[src/rtl/fetch_sequencer.sv]
// Instruction fetch sequencer for the 32-bit MIPS core.
// Owns the word-addressed fetch PC and issues one request at a time to
// instruction memory over a req/ack handshake. Each returned instruction is
// presented to decode and held while decode stalls. Once decode consumes it,
// the next PC is chosen: sequential, jump, jump-register, taken branch or flush.
// A request that goes unanswered for MAX_WAIT cycles parks the block in a
// sticky error state. Only reset leaves that state.
//
// state   | meaning
// --------+-----------------------------------------------------------
// S_BOOT  | one idle cycle after reset before the first request
// S_REQ   | request outstanding at fetch_pc_q, counting wait cycles
// S_VALID | instruction presented to decode, waiting for consume
// S_ERR   | memory timeout, FetchErr held until reset
module fetch_sequencer #(
  parameter int unsigned              ADDR_W   = 32,
  parameter logic [ADDR_W-1:0]        RESET_PC = '0,
  parameter int unsigned              MAX_WAIT = 15
) (
  input  logic              Clk,
  input  logic              Reset_n,
  output logic              ImemReq,
  output logic [ADDR_W-1:0] ImemAddr,
  input  logic              ImemAck,
  input  logic [31:0]       ImemData,
  input  logic              Stall,
  input  logic              Flush,
  input  logic              Jump,
  input  logic              JumpReg,
  input  logic              Branch,
  input  logic              AluZero,
  input  logic [ADDR_W-1:0] Target,
  output logic [31:0]       InstrOut,
  output logic              InstrValid,
  output logic [ADDR_W-1:0] PcOut,
  output logic              FetchErr
);

  localparam int unsigned CNT_W = $clog2(MAX_WAIT + 1);
  localparam logic [CNT_W-1:0] WAIT_LIMIT = CNT_W'(MAX_WAIT);

  typedef enum logic [1:0] {
    S_BOOT  = 2'd0,
    S_REQ   = 2'd1,
    S_VALID = 2'd2,
    S_ERR   = 2'd3
  } state_t;

  state_t            state_q;
  logic [ADDR_W-1:0] fetch_pc_q;
  logic [ADDR_W-1:0] pc_out_q;
  logic [31:0]       instr_q;
  logic [CNT_W-1:0]  wait_q;
  logic              req_q;
  logic              valid_q;
  logic              err_q;

  logic              redirect;
  logic [ADDR_W-1:0] consume_pc_d;
  logic [CNT_W-1:0]  wait_d;

  // Next fetch address when decode consumes the presented instruction; the
  // increment wraps modulo 2^ADDR_W with no carry kept.
  always_comb begin
    redirect     = Jump | JumpReg | (Branch & AluZero);
    consume_pc_d = redirect ? Target : (pc_out_q + ADDR_W'(1));
    wait_d       = wait_q + CNT_W'(1);
  end

  // Fetch FSM with all outputs registered alongside the state.
  always_ff @(posedge Clk) begin
    if (!Reset_n) begin
      state_q    <= S_BOOT;
      fetch_pc_q <= RESET_PC;
      pc_out_q   <= RESET_PC;
      instr_q    <= '0;
      wait_q     <= '0;
      req_q      <= 1'b0;
      valid_q    <= 1'b0;
      err_q      <= 1'b0;
    end else begin
      case (state_q)
        S_BOOT: begin
          state_q <= S_REQ;
          req_q   <= 1'b1;
          wait_q  <= '0;
        end
        S_REQ: begin
          if (Flush) begin
            // A response landing together with the flush belongs to the old
            // address and is dropped.
            fetch_pc_q <= Target;
            wait_q     <= '0;
          end else if (ImemAck) begin
            instr_q  <= ImemData;
            pc_out_q <= fetch_pc_q;
            wait_q   <= '0;
            state_q  <= S_VALID;
            req_q    <= 1'b0;
            valid_q  <= 1'b1;
          end else if (wait_d == WAIT_LIMIT) begin
            wait_q  <= wait_d;
            state_q <= S_ERR;
            req_q   <= 1'b0;
            err_q   <= 1'b1;
          end else begin
            wait_q <= wait_d;
          end
        end
        S_VALID: begin
          if (Flush) begin
            fetch_pc_q <= Target;
            wait_q     <= '0;
            state_q    <= S_REQ;
            valid_q    <= 1'b0;
            req_q      <= 1'b1;
          end else if (!Stall) begin
            fetch_pc_q <= consume_pc_d;
            wait_q     <= '0;
            state_q    <= S_REQ;
            valid_q    <= 1'b0;
            req_q      <= 1'b1;
          end
        end
        S_ERR: begin
          // Sticky until reset; Flush has no effect here.
          req_q   <= 1'b0;
          valid_q <= 1'b0;
          err_q   <= 1'b1;
        end
        default: begin
          state_q <= S_BOOT;
          req_q   <= 1'b0;
          valid_q <= 1'b0;
        end
      endcase
    end
  end

  assign ImemReq    = req_q;
  assign ImemAddr   = fetch_pc_q;
  assign InstrOut   = instr_q;
  assign InstrValid = valid_q;
  assign PcOut      = pc_out_q;
  assign FetchErr   = err_q;

endmodule
[config.mk]
export PLATFORM = sky130hd
export DESIGN_NAME = fetch_sequencer
export DESIGN_NICKNAME = d
export VERILOG_FILES = /design/src/rtl/fetch_sequencer.sv
export SDC_FILE = /design/constraint.sdc
export NUM_CORES = 1
export LEC_CHECK = 0
export BUFFER_PORTS_ARGS = -buffer_cell sky130_fd_sc_hd__buf_2
export CORE_ASPECT_RATIO = 1.4
export CORE_UTILIZATION = 49
export DETAILED_ROUTE_END_ITERATION = 7
export PLACE_DENSITY = 0.79
export SLEW_MARGIN = 40
export SYNTH_ARGS = -nofsm -noshare
export SYNTH_HDL_FRONTEND = slang
export SYNTH_SLANG_ARGS = --single-unit
[constraint.sdc]
create_clock -name Clk -period 2.6 [get_ports Clk]
set_clock_uncertainty 0.05 [all_clocks]
set_input_delay 0.78 -clock Clk [delete_from_list [all_inputs] [get_ports Clk]]
set_output_delay 0.78 -clock Clk [all_outputs]
set_load 0.05 [all_outputs]
* Word-level counts from Yosys, hierarchy flattened
Cells that the tools add are included. W data, S select, Z words.
Word-level totals: register bits 105, input bits 73, output and inout port bits 99, logic and storage cells 68
Operators by class: add/sub/neg operators 2, equal/unequal tests 11, multiplexer cells 31, bitwise gates (word level) 4, reduce and logical (&&, ||, !) cells 12
Operators with widths (number):
- $mux W32 | 4
- $pmux W32 S2 | 1
- $add A32 B1 Y32 const B | 1
- $mux W4 | 4
- $mux W1 | 12
- $pmux W4 S3 | 1
- $reduce_and A4 Y1 | 3
- $mux W2 | 5
- $ne A2 B2 Y1 const B | 5
- $reduce_and A3 Y1 | 3
- $ne A3 B3 Y1 const B | 2
- $pmux W2 S3 | 1
- $reduce_bool A3 Y1 | 2
- $add A4 B1 Y4 const B | 1
- $eq A2 B2 Y1 const B | 2
- $eq A4 B4 Y1 const B | 1
- $pmux W1 S4 | 1
- $reduce_bool A2 Y1 | 2
- $pmux W1 S3 | 1
- $eq A2 B1 Y1 const B | 1
- $logic_not A2 Y1 | 1
- $or A1 B1 Y1 | 2
- $pmux W1 S2 | 1
- $reduce_and A2 Y1 | 1
- other kinds (2) | 2

* Depth between registers and ports, before layout
depth in word-level cells 6, depth in mapped cells 8, depth with buffers taken out 6

* Worst setup path after synthesis
Ideal clock, no wire load.
kind in2reg, from in JumpReg, to reg fetch_pc_q[31] (netlist: ImemAddr[31]), setup time 0.134 ns, arrival 1.981 ns, data required time 2.416 ns, slack 0.436 ns, stages on the path 7, path buffers 2, cell sequence nor4b_1 > and2_1 > buf_4 > nor2_1 > buf_4 > a22oi_1 > o22ai_1
Between the ends: word-level cells in the longest chain between the ends 6
RTL lines:
- start, declared | line 29 | input logic JumpReg,
- $or A1 B1 Y1 (2 in series) | line 65 | redirect = Jump | JumpReg | (Branch & AluZero);
- $mux W32 | line 66 | consume_pc_d = redirect ? Target : (pc_out_q + ADDR_W'(1));
- $mux W32 | line 117 | end else if (!Stall) begin
- $mux W32 | line 111 | if (Flush) begin
- $pmux W32 S2 | line 82 | case (state_q)
- end signal, assigned | line 92 | fetch_pc_q <= Target;
- end signal, assigned | line 112 | fetch_pc_q <= Target;
- end signal, assigned | line 118 | fetch_pc_q <= consume_pc_d;
- end, declared | line 50 | logic [ADDR_W-1:0] fetch_pc_q;
Every way passes these cells. The select of a mux whose other input is x is not followed. A chain may end at the register's enable or synchronous reset.

* Worst setup path in the final report
from reg state_q[1], to reg fetch_pc_q[29] (netlist: ImemAddr[29])
Between the ends: word-level cells in the longest chain between the ends 3, elaborated cells between the ends (all ways) 7, those cells by class eq/ne (4); mux (1); reduce/logical (2)
RTL lines:
- start, declared | line 49 | state_t state_q;
- start signal, assigned | line 73 | state_q <= S_BOOT;
- start signal, assigned | line 84 | state_q <= S_REQ;
- start signal, assigned | line 98 | state_q <= S_VALID;
- $eq A2 B2 Y1 / $eq A2 B1 Y1 (equally long branches) | line 82
- $ne A3 B3 Y1 (no source line), or another cell as far along
- $reduce_and A3 Y1 (no source line)
Several ways; a longest one is shown, not always the timed one.

==> results_dict.tcl <==
set metrics [dict create \
    result_of_the_run "finished, violations left" \
    failed_checks "DRC" \
    fmax_mhz 471 \
    avgViaCountPerCell 5.51 \
    critPathArrivalTime_ns 2.33 \
    setup_total_negative_slack_ns 0 \
    rsz0062_at_grt "false" \
    fin_nets 821 \
    gpl.final_weighted_congestion 0.835 \
    yosys_register_bits 105 \
    mappedNetlistNets 663 \
    avgRoutedWirePerCell_um 15.0 \
    drt_first_iter_violations 377 \
    powerDensity_nw_per_um2 602 \
    postRouteAntennaNets 0 \
    slew_headroom_pct 46.5 \
    area.sequential_um2 2100 \
    finalWirelength_um 12900 \
    post_synth_num_cell_types 48 \
    clockBufferDepth 2 \
    layout_cell_share_with_drive_strength_beyond_1_pct 28.5 \
    antenna_cells 0 \
    clock_sinks 105 \
    drt_pass1_iterations 8 \
    die_w_um 84.4 \
    power_leakage_nw 2.44 \
    multi_input_comb_area_um2 2350 \
    global_route_wire_length_before_repair_um 20500 \
    asyncSetResetFlopFracSynth_pct 0 \
    cts_htree_levels 3 \
    cts_hold_repair.buffers 0 \
    min_path_type "flop to flop" \
    synth.most_common_cell "sky130_fd_sc_hd__nand2_1" \
    post-synth-top-area-cell "sky130_fd_sc_hd__dfxtp_1" \
    layout_min_cycle_time_ns 2.12 \
    setup_violations_final 0 \
    holdWs_ns 0.400 \
    clk_latency_ns 0.34 \
    fill_cell_count 801 \
    floorplan.rows 41 \
    maxSlewViolCount 0 \
    port_buffers 171 \
    post_cts.repair.setup_buffers 0 \
    grt_util_all_layers_pct 25.5 \
    syn-instance-count 587 \
    post-route-drc-count 11 \
    cts_bufs_inserted 9 \
    ys_dominant_reg_cell "sky130_fd_sc_hd__dfxtp_1" \
    critPathRequiredTime_ns 2.81 \
    synth-warning-count 0 \
    tightest_slew_ns 0.801 \
    cts_tree "built" \
    number_of_antenna_violations_at_the_first_check_in_global_routing 0 \
    yosys-top-cells-area "sky130_fd_sc_hd__dfxtp_1, sky130_fd_sc_hd__nand2_1, sky130_fd_sc_hd__a21oi_1" \
    timing.final.hold_violations 0 \
    number_of_synthesized_flops_with_an_enable_pin 0 \
    cap_violations 0 \
    start_util_pct 51.0 \
    tcrit_tclk_final_pct 81.6 \
    timing.final.ws_setup_ns 0.479 \
    criticalPathCategory "flop to flop" \
    synth.cell_area_um2 4660 \
    dpl_worst_slack_ns 0.186 \
    cts.repair.resized 0 \
    worst-r2r-setup-slack_ns 0.48 \
    critical_path_peak_fanout 16 \
    synth.avg_cell_area_um2 7.94 \
    synth_common_cells "sky130_fd_sc_hd__nand2_1, sky130_fd_sc_hd__dfxtp_1, sky130_fd_sc_hd__a21oi_1" \
    synth.top_cell.area_share_pct 45.1 \
    cts.root.buffer_cell "sky130_fd_sc_hd__clkbuf_16" \
    grt_start_max_net_pins 42 \
    globalRouteOverflowTotal 0 \
    floorplan.core_area_um2 9130 \
    finish.utilization_pct 64.5 \
    start_kind "flop" \
    vias 4723 \
    dp_hpwl_um 9020 \
    ios 172 \
    endpoint_kind "flop" \
    seq_area_frac_synth_pct 45.1 \
    clk_pin_slew_ns 0.07 \
    peakVddDrop_mv 0.419 \
    vias_in_the_first_global_route 4374 \
    die-height_um 117 \
    flow.area_growth_from_synthesis_pct 26.4 \
    fp.dieArea_um2 9910 \
]
==> where the power goes <==
part / total (W) / switching (W) / internal, W
sequential: 0.00171 / 0.0000454 / 0.00166
combinational: 0.000489 / 0.000349 / 0.000140
clock: 0.00135 / 0.000603 / 0.000747
==> metrics by stage <==
stage                     power, W  std cells  area (um^2)
after floorplan            0.00207        587         4660
after global placement     0.00222        841         5590
after detailed placement   0.00223        841         5600
after CTS                  0.00356        857         5890
after global routing       0.00366        857         5890
final                      0.00355        857         5890
==> kinds of logic (layout without fill, tap and decap cells) <==
family	after synthesis	in the layout	synth area share, %
multiplexers	6	6	1.29
XOR/XNOR	27	27	5.08
adder cells (fa/ha/maj)	3	3	0.806
buffers and inverters	45	208	4.78
AND/OR/NAND/NOR	256	256	25.1
flip-flops	105	105	45.1
AO/OA/AOI/OAI	145	145	17.8
==> critical path: stages, from the launching register on <==
cell,delay (ns)
sky130_fd_sc_hd__dfxtp_1,0.55
sky130_fd_sc_hd__nor2b_1,0.30
sky130_fd_sc_hd__a2bb2oi_2,0.11
sky130_fd_sc_hd__nor2_2,0.64
sky130_fd_sc_hd__a22oi_1,0.17
sky130_fd_sc_hd__o22ai_1,0.20
==> cells in the final DEF (no fill, tap or decap), types with 3 or more instances in the layout <==
cell | Yosys | final
sky130_fd_sc_hd__o211ai_1 | 7 | 7
sky130_fd_sc_hd__inv_1 | 6 | 6
sky130_fd_sc_hd__ha_1 | 3 | 3
sky130_fd_sc_hd__o22ai_1 | 11 | 11
sky130_fd_sc_hd__nor4_1 | 4 | 4
sky130_fd_sc_hd__and2_1 | 4 | 3
sky130_fd_sc_hd__clkbuf_16 | 0 | 9
sky130_fd_sc_hd__nand2b_1 | 3 | 3
sky130_fd_sc_hd__xnor2_1 | 25 | 25
sky130_fd_sc_hd__dfxtp_1 | 105 | 105
sky130_fd_sc_hd__nand2_1 | 159 | 158
sky130_fd_sc_hd__and4_1 | 4 | 4
sky130_fd_sc_hd__nor2_1 | 23 | 22
sky130_fd_sc_hd__a22oi_1 | 15 | 15
sky130_fd_sc_hd__nand4_1 | 8 | 8
sky130_fd_sc_hd__nor2b_1 | 6 | 6
sky130_fd_sc_hd__nor3_1 | 8 | 8
sky130_fd_sc_hd__o21ai_0 | 15 | 15
sky130_fd_sc_hd__and4_2 | 3 | 3
sky130_fd_sc_hd__nand3_1 | 22 | 22
sky130_fd_sc_hd__buf_2 | 5 | 171
sky130_fd_sc_hd__a21oi_1 | 83 | 83
sky130_fd_sc_hd__clkinv_2 | 0 | 3
sky130_fd_sc_hd__mux2i_1 | 6 | 6
sky130_fd_sc_hd__or3_1 | 3 | 3
sky130_fd_sc_hd__buf_4 | 2 | 12
==> area by class of cell <==
type,count,area share [%]
repair buffers,185,16.7
inverters,7,0.446
well taps,107,2.27
multi-input cells,437,39.8
clock inverters,7,1.19
clock buffers,9,3.82
flip-flops and latches,105,35.7
==> state kept, by name, indices dropped and copies added (netlist names) <==
name        cells
ImemReq         1
ImemAddr       32
PcOut          32
FetchErr        1
wait_q          4
InstrValid      1
InstrOut       32
state_q         2
==> path summary, 6_finish.rpt <==
path                                   from                   endpoint  cells after the start
setup reg to reg    state_q[1]$_SDFFE_PN0P_  ImemAddr[29]$_SDFFE_PN0P_                      5
hold / removal    InstrOut[30]$_SDFFE_PN0P_  InstrOut[30]$_SDFFE_PN0P_                      2
hold reg to reg   InstrOut[30]$_SDFFE_PN0P_  InstrOut[30]$_SDFFE_PN0P_                      2
setup / recovery    state_q[1]$_SDFFE_PN0P_  ImemAddr[29]$_SDFFE_PN0P_                      5
==> metal layers <==
metal / global-route usage [%] / vias to the layer above / share of wire (%)
li1: - / 2331 / -
met1: 30.7 / 2188 / 41
met2: 44.6 / 187 / 51
met3: 4.64 / 17 / 6.6
met4: 10.1 / 0 / 1.6
met5: 0 / - / 0
Power figures use the tool's default switching activity.
